## config.mk

```make
export PLATFORM = sky130hd
export DESIGN_NAME = vga_world_renderer
export DESIGN_NICKNAME = d
export VERILOG_FILES = /design/src/rtl/world_pkg.sv /design/src/rtl/vga_timing.sv /design/src/rtl/vga_world_renderer.sv
export SDC_FILE = /design/constraint.sdc
export NUM_CORES = 1
export LEC_CHECK = 0
export CAP_MARGIN = 40
export CORE_MARGIN = 2
export CORE_UTILIZATION = 46
export CTS_CLUSTER_SIZE = 30
export DETAILED_ROUTE_END_ITERATION = 16
export PLACE_DENSITY = 0.76
export SKIP_LAST_GASP = 1
export SLEW_MARGIN = 15
export SYNTH_ARGS = -nofsm -noshare
export SYNTH_HDL_FRONTEND = slang
export SYNTH_SLANG_ARGS = --single-unit
export TNS_END_PERCENT = 1
```

## constraint.sdc

```tcl
create_clock -name clock -period 1.6 [get_ports clock]
set_input_delay 0.32 -clock clock [delete_from_list [all_inputs] [get_ports clock]]
set_output_delay 0.32 -clock clock [all_outputs]
set_load 0.01 [all_outputs]
```

## src/rtl/world_pkg.sv

```systemverilog
// Shared constants for the world display: sprite codes, robot direction encoding,
// palette and default 640x480@60 timing.
package world_pkg;

  typedef enum logic [3:0] {
    SPR_WALL        = 4'd0,
    SPR_FREE_PATH   = 4'd1,
    SPR_TRASH_1     = 4'd3,
    SPR_TRASH_2     = 4'd4,
    SPR_TRASH_3     = 4'd5,
    SPR_BLACK_BLOCK = 4'd6
  } sprite_e;

  localparam int unsigned ROBOT_N_BIT = 1;
  localparam int unsigned ROBOT_S_BIT = 2;
  localparam int unsigned ROBOT_E_BIT = 3;
  localparam int unsigned ROBOT_W_BIT = 4;

  localparam logic [4:0] ROBOT_N = 5'(1 << ROBOT_N_BIT);
  localparam logic [4:0] ROBOT_S = 5'(1 << ROBOT_S_BIT);
  localparam logic [4:0] ROBOT_E = 5'(1 << ROBOT_E_BIT);
  localparam logic [4:0] ROBOT_W = 5'(1 << ROBOT_W_BIT);

  localparam logic [23:0] COL_WALL    = 24'h808080;
  localparam logic [23:0] COL_FREE    = 24'hFFFFFF;
  localparam logic [23:0] COL_TRASH_1 = 24'hC08040;
  localparam logic [23:0] COL_TRASH_2 = 24'h804000;
  localparam logic [23:0] COL_TRASH_3 = 24'h402000;
  localparam logic [23:0] COL_BLACK   = 24'h000000;
  localparam logic [23:0] COL_ERROR   = 24'hFF00FF;
  localparam logic [23:0] COL_CURSOR  = 24'h00FF00;
  localparam logic [23:0] COL_BODY    = 24'hFF0000;
  localparam logic [23:0] COL_HEAD    = 24'hFFFF00;

  localparam int unsigned TILE_BITS = 5;

  localparam int unsigned DEF_H_VISIBLE = 640;
  localparam int unsigned DEF_H_FRONT   = 16;
  localparam int unsigned DEF_H_SYNC    = 96;
  localparam int unsigned DEF_H_BACK    = 48;
  localparam int unsigned DEF_V_VISIBLE = 480;
  localparam int unsigned DEF_V_FRONT   = 10;
  localparam int unsigned DEF_V_SYNC    = 2;
  localparam int unsigned DEF_V_BACK    = 33;

  function automatic logic in_span(input logic [4:0] val, input logic [4:0] lo,
                                   input logic [4:0] hi);
    return (val >= lo) && (val <= hi);
  endfunction

endpackage

```

## src/rtl/vga_timing.sv

```systemverilog
// Pixel-tick phase plus horizontal/vertical counters with visible and sync decode.
module vga_timing
  import world_pkg::*;
#(
  parameter int unsigned H_VISIBLE = DEF_H_VISIBLE,
  parameter int unsigned H_FRONT   = DEF_H_FRONT,
  parameter int unsigned H_SYNC    = DEF_H_SYNC,
  parameter int unsigned H_BACK    = DEF_H_BACK,
  parameter int unsigned V_VISIBLE = DEF_V_VISIBLE,
  parameter int unsigned V_FRONT   = DEF_V_FRONT,
  parameter int unsigned V_SYNC    = DEF_V_SYNC,
  parameter int unsigned V_BACK    = DEF_V_BACK
) (
  input  logic       clock,
  input  logic       reset,
  output logic       tick,
  output logic [9:0] h,
  output logic [9:0] v,
  output logic       visible,
  output logic       hsync_n,
  output logic       vsync_n
);

  localparam logic [9:0] H_VIS  = 10'(H_VISIBLE);
  localparam logic [9:0] H_SS   = 10'(H_VISIBLE + H_FRONT);
  localparam logic [9:0] H_SE   = 10'(H_VISIBLE + H_FRONT + H_SYNC);
  localparam logic [9:0] H_LAST = 10'(H_VISIBLE + H_FRONT + H_SYNC + H_BACK - 1);
  localparam logic [9:0] V_VIS  = 10'(V_VISIBLE);
  localparam logic [9:0] V_SS   = 10'(V_VISIBLE + V_FRONT);
  localparam logic [9:0] V_SE   = 10'(V_VISIBLE + V_FRONT + V_SYNC);
  localparam logic [9:0] V_LAST = 10'(V_VISIBLE + V_FRONT + V_SYNC + V_BACK - 1);

  logic phase;

  always_ff @(posedge clock) begin
    if (reset) begin
      phase <= 1'b0;
      h     <= '0;
      v     <= '0;
    end else begin
      phase <= ~phase;
      if (phase) begin
        if (h == H_LAST) begin
          h <= '0;
          v <= (v == V_LAST) ? '0 : v + 10'd1;
        end else begin
          h <= h + 10'd1;
        end
      end
    end
  end

  assign tick    = phase;
  assign visible = (h < H_VIS) && (v < V_VIS);
  assign hsync_n = !((h >= H_SS) && (h < H_SE));
  assign vsync_n = !((v >= V_SS) && (v < V_SE));

endmodule

```

## src/rtl/vga_world_renderer.sv

```systemverilog
// Requests pixels from the world, registers the returned tile/robot data and
// paints tiles with robot and cursor overlays onto the VGA DAC two ticks later.
module vga_world_renderer
  import world_pkg::*;
#(
  parameter int unsigned H_VISIBLE = DEF_H_VISIBLE,
  parameter int unsigned H_FRONT   = DEF_H_FRONT,
  parameter int unsigned H_SYNC    = DEF_H_SYNC,
  parameter int unsigned H_BACK    = DEF_H_BACK,
  parameter int unsigned V_VISIBLE = DEF_V_VISIBLE,
  parameter int unsigned V_FRONT   = DEF_V_FRONT,
  parameter int unsigned V_SYNC    = DEF_V_SYNC,
  parameter int unsigned V_BACK    = DEF_V_BACK
) (
  input  logic       clock,
  input  logic       reset,
  output logic [9:0] pixel_x,
  output logic [9:0] pixel_y,
  input  logic [3:0] sprite,
  input  logic [1:0] robot_cursor_flags,
  input  logic [4:0] robot_type,
  output logic       vga_clk,
  output logic       vga_hs,
  output logic       vga_vs,
  output logic       vga_blank_n,
  output logic [7:0] vga_r,
  output logic [7:0] vga_g,
  output logic [7:0] vga_b,
  output logic       frame_start
);

  localparam logic [9:0] X_MAX = 10'(H_VISIBLE - 1);
  localparam logic [9:0] Y_MAX = 10'(V_VISIBLE - 1);

  logic       tick, visible, hsync_n, vsync_n;
  logic [9:0] h, v;

  vga_timing #(
    .H_VISIBLE(H_VISIBLE), .H_FRONT(H_FRONT), .H_SYNC(H_SYNC), .H_BACK(H_BACK),
    .V_VISIBLE(V_VISIBLE), .V_FRONT(V_FRONT), .V_SYNC(V_SYNC), .V_BACK(V_BACK)
  ) u_timing (
    .clock   (clock),
    .reset   (reset),
    .tick    (tick),
    .h       (h),
    .v       (v),
    .visible (visible),
    .hsync_n (hsync_n),
    .vsync_n (vsync_n)
  );

  // Blanking-region addresses are clamped so the world never sees an out-of-map request.
  assign pixel_x     = (h > X_MAX) ? X_MAX : h;
  assign pixel_y     = (v > Y_MAX) ? Y_MAX : v;
  assign vga_clk     = tick;
  assign frame_start = tick && !reset && (h == '0) && (v == '0);

  logic [3:0]           s1_sprite;
  logic [1:0]           s1_flags;
  logic [4:0]           s1_type;
  logic [TILE_BITS-1:0] s1_tx, s1_ty;
  logic                 s1_vis, s1_hs, s1_vs;

  always_ff @(posedge clock) begin
    if (reset) begin
      s1_sprite <= '0;
      s1_flags  <= '0;
      s1_type   <= '0;
      s1_tx     <= '0;
      s1_ty     <= '0;
      s1_vis    <= 1'b0;
      s1_hs     <= 1'b1;
      s1_vs     <= 1'b1;
    end else if (tick) begin
      s1_sprite <= sprite;
      s1_flags  <= robot_cursor_flags;
      s1_type   <= robot_type;
      s1_tx     <= h[TILE_BITS-1:0];
      s1_ty     <= v[TILE_BITS-1:0];
      s1_vis    <= visible;
      s1_hs     <= hsync_n;
      s1_vs     <= vsync_n;
    end
  end

  logic [23:0] tile_col, pix_col;
  logic        cursor_hit, body_hit, head_hit;

  always_comb begin
    tile_col = COL_ERROR;
    case (s1_sprite)
      SPR_WALL:        tile_col = COL_WALL;
      SPR_FREE_PATH:   tile_col = COL_FREE;
      SPR_TRASH_1:     tile_col = COL_TRASH_1;
      SPR_TRASH_2:     tile_col = COL_TRASH_2;
      SPR_TRASH_3:     tile_col = COL_TRASH_3;
      SPR_BLACK_BLOCK: tile_col = COL_BLACK;
      default:         tile_col = COL_ERROR;
    endcase

    cursor_hit = s1_flags[0] && ((s1_tx < 5'd2) || (s1_tx > 5'd29) ||
                                 (s1_ty < 5'd2) || (s1_ty > 5'd29));
    body_hit   = s1_flags[1] && in_span(s1_tx, 5'd8, 5'd23) && in_span(s1_ty, 5'd8, 5'd23);

    // A malformed direction code draws the body alone.
    head_hit = 1'b0;
    case (s1_type)
      ROBOT_N: head_hit = in_span(s1_tx, 5'd12, 5'd19) && in_span(s1_ty, 5'd4, 5'd7);
      ROBOT_S: head_hit = in_span(s1_tx, 5'd12, 5'd19) && in_span(s1_ty, 5'd24, 5'd27);
      ROBOT_E: head_hit = in_span(s1_tx, 5'd24, 5'd27) && in_span(s1_ty, 5'd12, 5'd19);
      ROBOT_W: head_hit = in_span(s1_tx, 5'd4, 5'd7)   && in_span(s1_ty, 5'd12, 5'd19);
      default: head_hit = 1'b0;
    endcase
    head_hit = head_hit && s1_flags[1];

    pix_col = '0;
    if (s1_vis) begin
      if (cursor_hit)    pix_col = COL_CURSOR;
      else if (head_hit) pix_col = COL_HEAD;
      else if (body_hit) pix_col = COL_BODY;
      else               pix_col = tile_col;
    end
  end

  always_ff @(posedge clock) begin
    if (reset) begin
      vga_r       <= '0;
      vga_g       <= '0;
      vga_b       <= '0;
      vga_hs      <= 1'b1;
      vga_vs      <= 1'b1;
      vga_blank_n <= 1'b0;
    end else if (tick) begin
      {vga_r, vga_g, vga_b} <= pix_col;
      vga_hs      <= s1_hs;
      vga_vs      <= s1_vs;
      vga_blank_n <= s1_vis;
    end
  end

endmodule

```

== After elaboration in Yosys (flattened, before gate mapping) ==
Cells that the tools add are included.
Operators by class
  muxes and demuxes: 10
  order comparisons: 28
  bitwise logic cells: 1
  $add $sub $neg: 2
  reductions and logical operators: 32
  eq/ne operators: 11
  multiply operators: 0
  shift-type cells: 0
  div/mod/pow operators: 0
Operator list (count)
  24-bit case mux with 6 select lines: 1
  24-bit two-way mux: 4
  10-bit two-way mux: 4
  5-bit less-or-equal comparator, second input constant: 6
  1-bit logical AND: 22
  10-bit by 1-bit adder with 10-bit output, second input constant: 2
  10-bit equality test, second input constant: 2
  5-bit by 4-bit greater-or-equal comparator with 1-bit output, second input constant: 4
  10-bit logical NOT: 2
  10-bit less-than comparator, second input constant: 2
  10-bit by 9-bit less-than comparator with 1-bit output, second input constant: 2
  4-bit by 3-bit equality test with 1-bit output, second input constant: 3
  10-bit greater-or-equal comparator, second input constant: 1
  10-bit by 9-bit greater-or-equal comparator with 1-bit output, second input constant: 1
  5-bit by 3-bit greater-or-equal comparator with 1-bit output, second input constant: 2
  5-bit greater-or-equal comparator, second input constant: 2
  10-bit greater-than comparator, second input constant: 1
  10-bit by 9-bit greater-than comparator with 1-bit output, second input constant: 1
  5-bit greater-than comparator, second input constant: 2
  5-bit by 3-bit less-or-equal comparator with 1-bit output, second input constant: 2
  5-bit by 2-bit less-than comparator with 1-bit output, second input constant: 2
  5-bit by 2-bit equality test with 1-bit output, second input constant: 1
  5-bit by 3-bit equality test with 1-bit output, second input constant: 1
  5-bit by 4-bit equality test with 1-bit output, second input constant: 1
  other kinds (9): 13
Storage, ports and cells
  output and inout port bits: 49
  word-level logic and storage cells: 101
  RAM bits: 0
  bits in latches: 0
  memories: 0
  input bits: 13
  register bits: 72
  bits in read-only memories: 0

== Depth between registers and ports, before layout ==
Gate-level depths: netlist of run 1.
  word-level depth: 8
  depth in mapped cells: 7
  gate-level depth less buffers: 7

== Modules after synthesis ==
A second synthesis of run 1 with hierarchy kept.
Unflattened totals
  cell total of the unflattened synthesis: 347
  area, all modules: 2989.1 um^2
By module, submodules not included
  vga_world_renderer: area each 1893.1 um^2, sequential area each 700.7 um^2, instances 1, cells each 219
  vga_timing: area each 1096.1 um^2, sequential area each 420.4 um^2, instances 1, cells each 128

== Worst setup path after synthesis of run 1 ==
OpenSTA, ideal clock, no wires.
  kind: register to output
  start point: register u_timing.phase, in the netlist u_timing.tick
  end point: output frame_start
  required time: 1280 ps
  path buffers: 1
  stages on the path, launching flop included: 4
  slack: -324 ps
  arrival time: 1604 ps
  cells stage by stage: dfxtp_1 > clkbuf_1 > or4b_2 > nor4_1
On the way
  word-level cells in the longest chain between the ends: 3
RTL lines
  start: declaration: RTL line vga_timing.sv:33  | logic phase;
  start signal: assignment: RTL line vga_timing.sv:41  | phase <= ~phase;
  1-bit logical AND (3 in series): RTL line vga_world_renderer.sv:56  | assign frame_start = tick && !reset && (h == '0) && (v == '0);
  end: declaration: RTL line vga_world_renderer.sv:29  | output logic frame_start
Every way passes these cells.

== Worst setup path after layout of run 1 ==
  start point: register u_timing.v[7]
  end point: output frame_start
On the way
  word-level cells in the longest chain between the ends: 2
RTL lines
  start: declaration: RTL line vga_timing.sv:18  | output logic [9:0] v,
  start signal: assignment: RTL line vga_timing.sv:45  | v <= (v == V_LAST) ? '0 : v + 10'd1;
  10-bit logical NOT: RTL line vga_world_renderer.sv:56
  1-bit logical AND: RTL line vga_world_renderer.sv:56
Every way passes these cells.

==> reports/qor.csv, run 1 <==
stage,metric,value,unit
status,outcome,"complete, but fails checks",
status,violations,setup timing,
routing,drc,0,
layout,nNetsFinal,428,
power_and_ir_drop,power_density,649.9,nW/um^2
global_route,grt_overflow,0,
routing,avgViaCountPerCell,5.270,
setup_path,max_stage_delay,560,ps
setup_path,cp-start-kind,flop,
timing,max_freq,0.4921,GHz
routing,ant_nets,0,
logic_synthesis,yosys.area.top_type,dfxtp_1,
routing,drt-total-wl,6.384,mm
global_route,grt_pass1_vias,2332,
logic_synthesis,yosys-top-cells-area,"dfxtp_1, mux2i_1, nor2_1, buf_4, nand2_1",
power_and_ir_drop,p_seq_share,58.4,%
power_and_ir_drop,combPwrFrac,12.4,%
power_and_ir_drop,clkPwrFrac,29.2,%
setup_path,critPathKind,flop to primary output,
setup_path,cp_max_fo,2,
logic_synthesis,synth.ff_latch_count,56,
power_and_ir_drop,internal-power,1.896,mW
global_route,grt_pass1_wl,10.67,mm
placed_design,place_inst,478,
floorplan,fp-row-count,28,
layout,fillCellCount,502,
placed_design,gp_congestion,0.8628,
timing,final.setup.worst_slack,-432.1,ps
layout,design_area,3840,um^2
floorplan,dieArea,6876,um^2
setup_path,worstSetupStartpoint,u_timing.v[7],
timing,final_hold_viol_count,0,
routing,wl_per_cell,13.16,um
logic_synthesis,synth_cell_type_count,49,
logic_synthesis,synth_area,2865,um^2
floorplan,initial_utilization,48.11,%
routing,dr.pass1.iters,4,
setup_path,worst-path-buf-inv,1,
logic_synthesis,yosysWarnings,0,
cts,cts_sinks,56,
cts,cts_tree,built,
power_and_ir_drop,ir_drop,0.0003852,V
placed_design,io_buffers,60,
setup_path,r2r-start,u_timing.tick,
setup_path,endpoint_kind,primary output,
floorplan,io_pins,62,
power_and_ir_drop,swShare,24.03,%
cts,clk_latency,300,ps
layout,areaGrowthSynthToFinish,34.02,%
logic_synthesis,synth-edff-count,0,
cts,cts_hold_buf,0,
min_path,min_path_type,flop to flop,
global_route,antenna_found_initial,0,
layout,seq_area,1122,um^2
timing,timing.final.crit_period,2032,ps
timing,fin_crit_sh,127.0,%
setup_path,r2r_slack,-190,ps
setup_path,reg2reg_depth,5,
routing,route.vias.total,2556,
logic_synthesis,synth.top_cell.area_share,39.13,%
cts,cts_root_buf,clkbuf_8,
placed_design,placed_area,3749,um^2
logic_synthesis,synth_flop_cell,dfxtp_1,
floorplan,fp.dieH,82.92,um
global_route,grt_usage,18.69,%
logic_synthesis,syn-num-nets,347,
layout,drive_gt1_share,16.83,%
setup_path,crit_cells,5,
logic_synthesis,yosysSeqAreaShare,39.13,%
power_and_ir_drop,netSwitchingPower,0.5996,mW
routing,drtIter0Drc,134,
setup_path,crit_required,1280,ps
run,maxCapViolCount,0,
layout,fin_cells,485,
cts,cts_setup_buffers,0,
cts,path_clk_slew,90,ps
logic_synthesis,syn_avg_cell_area,8.709,um^2
timing,rsz0062_at_grt,yes,
timing,setup_viol,60,
layout,num_antenna_cells,0,
timing,hold_slack,447.7,ps
power_and_ir_drop,p_total,2.495,mW
layout,multi_input_area,1583,um^2
cts,cts_buffer_depth,2,
placed_design,dp_hpwl,4.684,mm
global_route,grt_max_degree,38,
layout,layout_common_cells,"dfxtp_1, clkdlybuf4s50_1, buf_4",
power_and_ir_drop,leakage,1.616,nW
layout,final_common_cell,dfxtp_1,
logic_synthesis,synthArstFlopShare,0,%
setup_path,cp.arrival,1710,ps
timing,skew,6.647,ps
setup_path,critical_path.cell_chain,or4_4 -> nor2_4 -> nand3_2 -> nor4_4 -> buf_2,
setup_path,cp_slowest_cell,or4_4,
cts,cts_buffers,5,
setup_path,crit_family,simple AND/OR/NAND/NOR gates,
setup_path,r2r-end,u_timing.v[6],
setup_path,endpoint,frame_start,
logic_synthesis,synthCells,329,
cts,htree_levels,2,
floorplan,die_w,82.92,um
timing,drv_slew,0,
placed_design,place_ws,-831.9,ps
floorplan,core_area,5956,um^2
## tightest hold or removal path, delay by kind of cell, from the launching register on
family / cells / cell delay [ps]
AND/OR/NAND/NOR: 1 / 50
AO/OA/AOI/OAI: 1 / 50
flip-flops: 1 / 320
## sequential cells by signal (all words and copies together), names as in the netlist
| name | cells |
|---|---|
| s1_flags | 2 |
| s1_hs | 1 |
| s1_sprite | 4 |
| s1_tx | 4 |
| s1_ty | 4 |
| s1_type | 5 |
| s1_vis | 1 |
| s1_vs | 1 |
| u_timing.h | 10 |
| u_timing.tick | 1 |
| u_timing.v | 10 |
| vga_b | 3 |
| vga_blank_n | 1 |
| vga_g | 4 |
| vga_hs | 1 |
| vga_r | 3 |
| vga_vs | 1 |
## cells in the mapped netlist (all sizes together) (3+ instances only)
cell type,instances
nor4,4
nor2,42
ha,5
and3,4
dfxtp,56
clkbuf,15
a211o,3
xnor2,7
o21ai,14
nor2b,7
nor3,9
or3,4
and3b,3
or4,3
buf,18
nand2,25
nor4bb,4
a221o,3
or2,3
mux2i,23
nand2b,15
inv,5
a21oi,7
xor2,10
nand4,9
nand3,7
## worst min path at each step
stage	slack, ps	depth (start not counted)	from	end
6_report	450	2	vga_b[7]	vga_b[7]
4_1_cts	450	2	vga_b[7]	vga_b[7]
3_5_place_dp	440	2	vga_b[7]	vga_b[7]
3_3_place_gp	440	2	vga_b[7]	vga_b[7]
2_1_floorplan	430	1	s1_vs	vga_vs
5_1_grt	490	1	s1_vs	vga_vs
## metrics by stage
step                      utilization, %  setup TNS [ps]
after floorplan                        -               0
after global placement             62.94           -8685
after detailed placement           62.94           -9350
after CTS                          64.47           -9095
after global routing               64.47          -15420
final                              64.47           -8732
## timing repair
item / 4_1_cts / 5_1_grt
setup endpoints to repair: 65 / 65
pin swaps: 1 / 1
resized for setup: 16 / 0
endpoints found under the hold margin: 0 / 0
## cell families (layout without fill, tap and decap cells)
| kind of cell | after synthesis | count (layout) | share of synthesized area, % |
|---|---|---|---|
| flip-flops | 56 | 56 | 39.13 |
| AND/OR/NAND/NOR | 150 | 150 | 28.21 |
| buffers and inverters | 38 | 119 | 7.074 |
| other | 1 | 1 | 0.1309 |
| XOR/XNOR | 17 | 17 | 5.196 |
| AO/OA/AOI/OAI | 38 | 38 | 9.695 |
| multiplexers | 23 | 23 | 8.035 |
| adder cells (fa/ha/maj) | 6 | 6 | 2.533 |
## power by group through the flow
| stage | sequential, mW | combinational [mW] | clock, mW |
|---|---|---|---|
| floorplan | 1.49 | 0.181 | 0 |
| global placement | 1.49 | 0.300 | 0 |
| detailed placement | 1.49 | 0.306 | 0 |
| CTS | 1.46 | 0.311 | 0.752 |
| global route | 1.46 | 0.338 | 0.816 |
| finish | 1.46 | 0.309 | 0.729 |
## cell type report
cell class	count	area share, %
repair buffers	107	24.60
flip-flops and latches	56	29.23
well taps	75	2.444
multi-input cells	235	41.22
inverters	5	0.4888
clock inverters	1	0.1303
clock buffers	6	1.890
## routing by layer
metal | track usage [%] | vias up | share of wire (%)
met5 | 0 | - | 0
li1 | - | 1287 | -
met4 | 5.812 | 0 | 1.2
met1 | 22.90 | 1196 | 44
met3 | 3.777 | 6 | 4.7
met2 | 32.84 | 67 | 50
Note: power is estimated with default switching activity, not from simulation.
==> run 2: changes to the inputs <==
--- a/config.mk
+++ b/config.mk
@@ -10,7 +10,7 @@
 export CORE_UTILIZATION = 46
 export CTS_CLUSTER_SIZE = 30
 export DETAILED_ROUTE_END_ITERATION = 16
-export PLACE_DENSITY = 0.76
+export PLACE_DENSITY = 0.87
 export SKIP_LAST_GASP = 1
 export SLEW_MARGIN = 15
 export SYNTH_ARGS = -nofsm -noshare
==> reports/qor.csv, run 2 (same netlist as run 1, synthesis figures left out) <==
stage,metric,value,unit,change
timing,final_hold_viol_count,0,,unchanged
timing,skew,13.11,ps,was 6.647 ps
cts,cts_hold_buf,0,,unchanged
routing,drtIter0Drc,118,,was 134
setup_path,cp-start-kind,flop,,unchanged
timing,max_freq,0.4883,GHz,was 0.4921 GHz
power_and_ir_drop,ir_drop,0.0003666,V,was 0.0003852 V
global_route,antenna_found_initial,0,,unchanged
placed_design,place_inst,476,,was 478
floorplan,die_w,82.92,um,unchanged
routing,drt-total-wl,6.836,mm,was 6.384 mm
placed_design,gp_congestion,0.8903,,was 0.8628
global_route,grt_overflow,0,,unchanged
cts,cts_sinks,56,,unchanged
global_route,grt_max_degree,38,,unchanged
cts,cts_tree,built,,unchanged
timing,relSlewSlack,68.31,%,
routing,drc,0,,unchanged
status,outcome,"complete, but fails checks",,unchanged
run,maxCapViolCount,0,,unchanged
power_and_ir_drop,power_density,704.2,nW/um^2,was 649.9 nW/um^2
min_path,min_from,vga_b[6],,was vga_b[7]
cts,cts_setup_buffers,0,,unchanged
floorplan,fp-row-count,28,,unchanged
timing,fin_setup_tns,-8738,ps,was -8732 ps
layout,num_antenna_cells,0,,unchanged
global_route,grt_pass1_vias,2508,,"was 2,332"
routing,wl_per_cell,14.12,um,was 13.16 um
timing,drv_slew,0,,unchanged
layout,areaGrowthSynthToFinish,34.98,%,was 34.02%
placed_design,placed_area,3734,um^2,was 3749 um^2
floorplan,initial_utilization,48.11,%,unchanged
cts,clk_latency,320,ps,was 300 ps
timing,rsz0062_at_grt,yes,,unchanged
setup_path,cp_max_fo,2,,unchanged
floorplan,core_area,5956,um^2,unchanged
floorplan,dieArea,6876,um^2,unchanged
cts,path_clk_slew,110,ps,was 90 ps
status,violations,setup timing,,unchanged
floorplan,fp.dieH,82.92,um,unchanged
setup_path,r2r-start,u_timing.tick,,unchanged
timing,setup_viol,64,,was 60
layout,final_common_cell,dfxtp_1,,unchanged
layout,design_area,3867,um^2,was 3840 um^2
cts,cts_buffers,5,,unchanged
setup_path,critPathKind,flop to primary output,,unchanged
setup_path,worstSetupStartpoint,u_timing.v[4],,was u_timing.v[7]
cts,cts_buffer_depth,2,,unchanged
global_route,grt_pass1_wl,11.34,mm,was 10.67 mm
routing,dr.pass1.iters,4,,unchanged
setup_path,crit_required,1280,ps,about the same
cts,htree_levels,2,,unchanged
timing,final.setup.worst_slack,-447.7,ps,was -432.1 ps
power_and_ir_drop,leakage,1.642,nW,was 1.616 nW
placed_design,io_buffers,60,,unchanged
setup_path,cp.arrival,1730,ps,was 1710 ps
setup_path,endpoint_kind,primary output,,unchanged
timing,timing.final.crit_period,2048,ps,was 2032 ps
routing,avgViaCountPerCell,5.444,,was 5.270
global_route,grt_usage,19.77,%,was 18.69%
layout,layout_common_cells,"dfxtp_1, clkdlybuf4s50_1, buf_4",,unchanged
routing,route.vias.total,2635,,"was 2,556"
layout,nNetsFinal,426,,was 428
layout,largestRegisters,"u_timing.h: 10 flops, u_timing.v: 10 flops, s1_type: 5 flops",,unchanged
routing,ant_nets,0,,unchanged
placed_design,dp_hpwl,4.960,mm,was 4.684 mm
min_path,min_path_type,flop to flop,,unchanged
floorplan,io_pins,62,,unchanged
timing,fin_crit_sh,128.0,%,was 127.0%
layout,fin_cells,484,,was 485
cts,cts_root_buf,clkbuf_8,,unchanged
timing,worstMarginPinSlew,463.3,ps,
layout,drive_gt1_share,16.87,%,was 16.83%
[run 2: changes by cell type in the layout (fill, tap and decap cells not counted)]
cell	change
nor2b_1	-1
nor2b_4	+1
nor4b_2	-1
clkbuf_1	-1
clkinvlp_4	+1
dlygate4sd2_1	-1
dlymetal6s2s_1	+1
inv_6	+1
nor4b_1	+1
clkinv_2	-1
buf_4	-2
bufinv_16	+1
[run 2: cell type report]
class | instances | area, um^2
clock buffers | 5 | 68.82
clock inverters | 3 | 46.29
fillers | 484 | 2088
inverters | 5 | 18.77
multi-input cells | 235 | 1584
flip-flops and latches | 56 | 1122
well taps | 75 | 93.84
repair buffers | 105 | 933.4
[run 2: routing by layer]
metal,wire length (um),GRT usage (%),vias to the layer above,part of all wire (%)
met5,0,0,-,0
met4,167,7.154,0,2.4
met3,398,4.771,17,5.8
met2,3378,34.90,86,49
met1,2892,23.21,1249,42
li1,-,-,1283,-
[run 2: power by group]
part           switching [mW]  total [mW]  internal (mW)  leakage [nW]
Sequential             0.0309        1.46           1.43         0.455
Clock                   0.485       0.957          0.472        0.0548
Combinational           0.143       0.307          0.164          1.13
Total                   0.659        2.72           2.06          1.64
[run 2: timing repair]
item,CTS,global route
gates resized for setup,10,7
setup endpoints to repair,63,66
pin swaps,0,1
hold endpoints to repair,0,0
cloned,0,0
[run 2: worst max-delay path: stages, from the launching register on]
cell	delay [ps]
dfxtp_1	330
or4_4	550
nor2_4	120
nand3_2	80
nor4_4	160
buf_2	170
[run 2: worst paths after layout]
path / to / slack, ps / depth (start not counted)
setup / recovery: frame_start / -450 / 5
hold / removal: vga_b[6] / 460 / 2
setup reg to reg: u_timing.v[8] / -170 / 6
hold reg to reg: vga_b[6] / 460 / 2
[run 2: through the flow]
step	worst slack (ps)	util (%)	total power, mW	hold slack [ps]
3_5_place_dp	-799.3	62.69	1.797	446.7
4_1_cts	-485.4	64.47	2.736	460.8
2_1_floorplan	34.74	-	1.670	433.8
3_3_place_gp	-807.5	62.69	1.783	438.9
6_report	-447.7	64.94	2.724	457.8
5_1_grt	-622.9	64.94	2.838	496.3
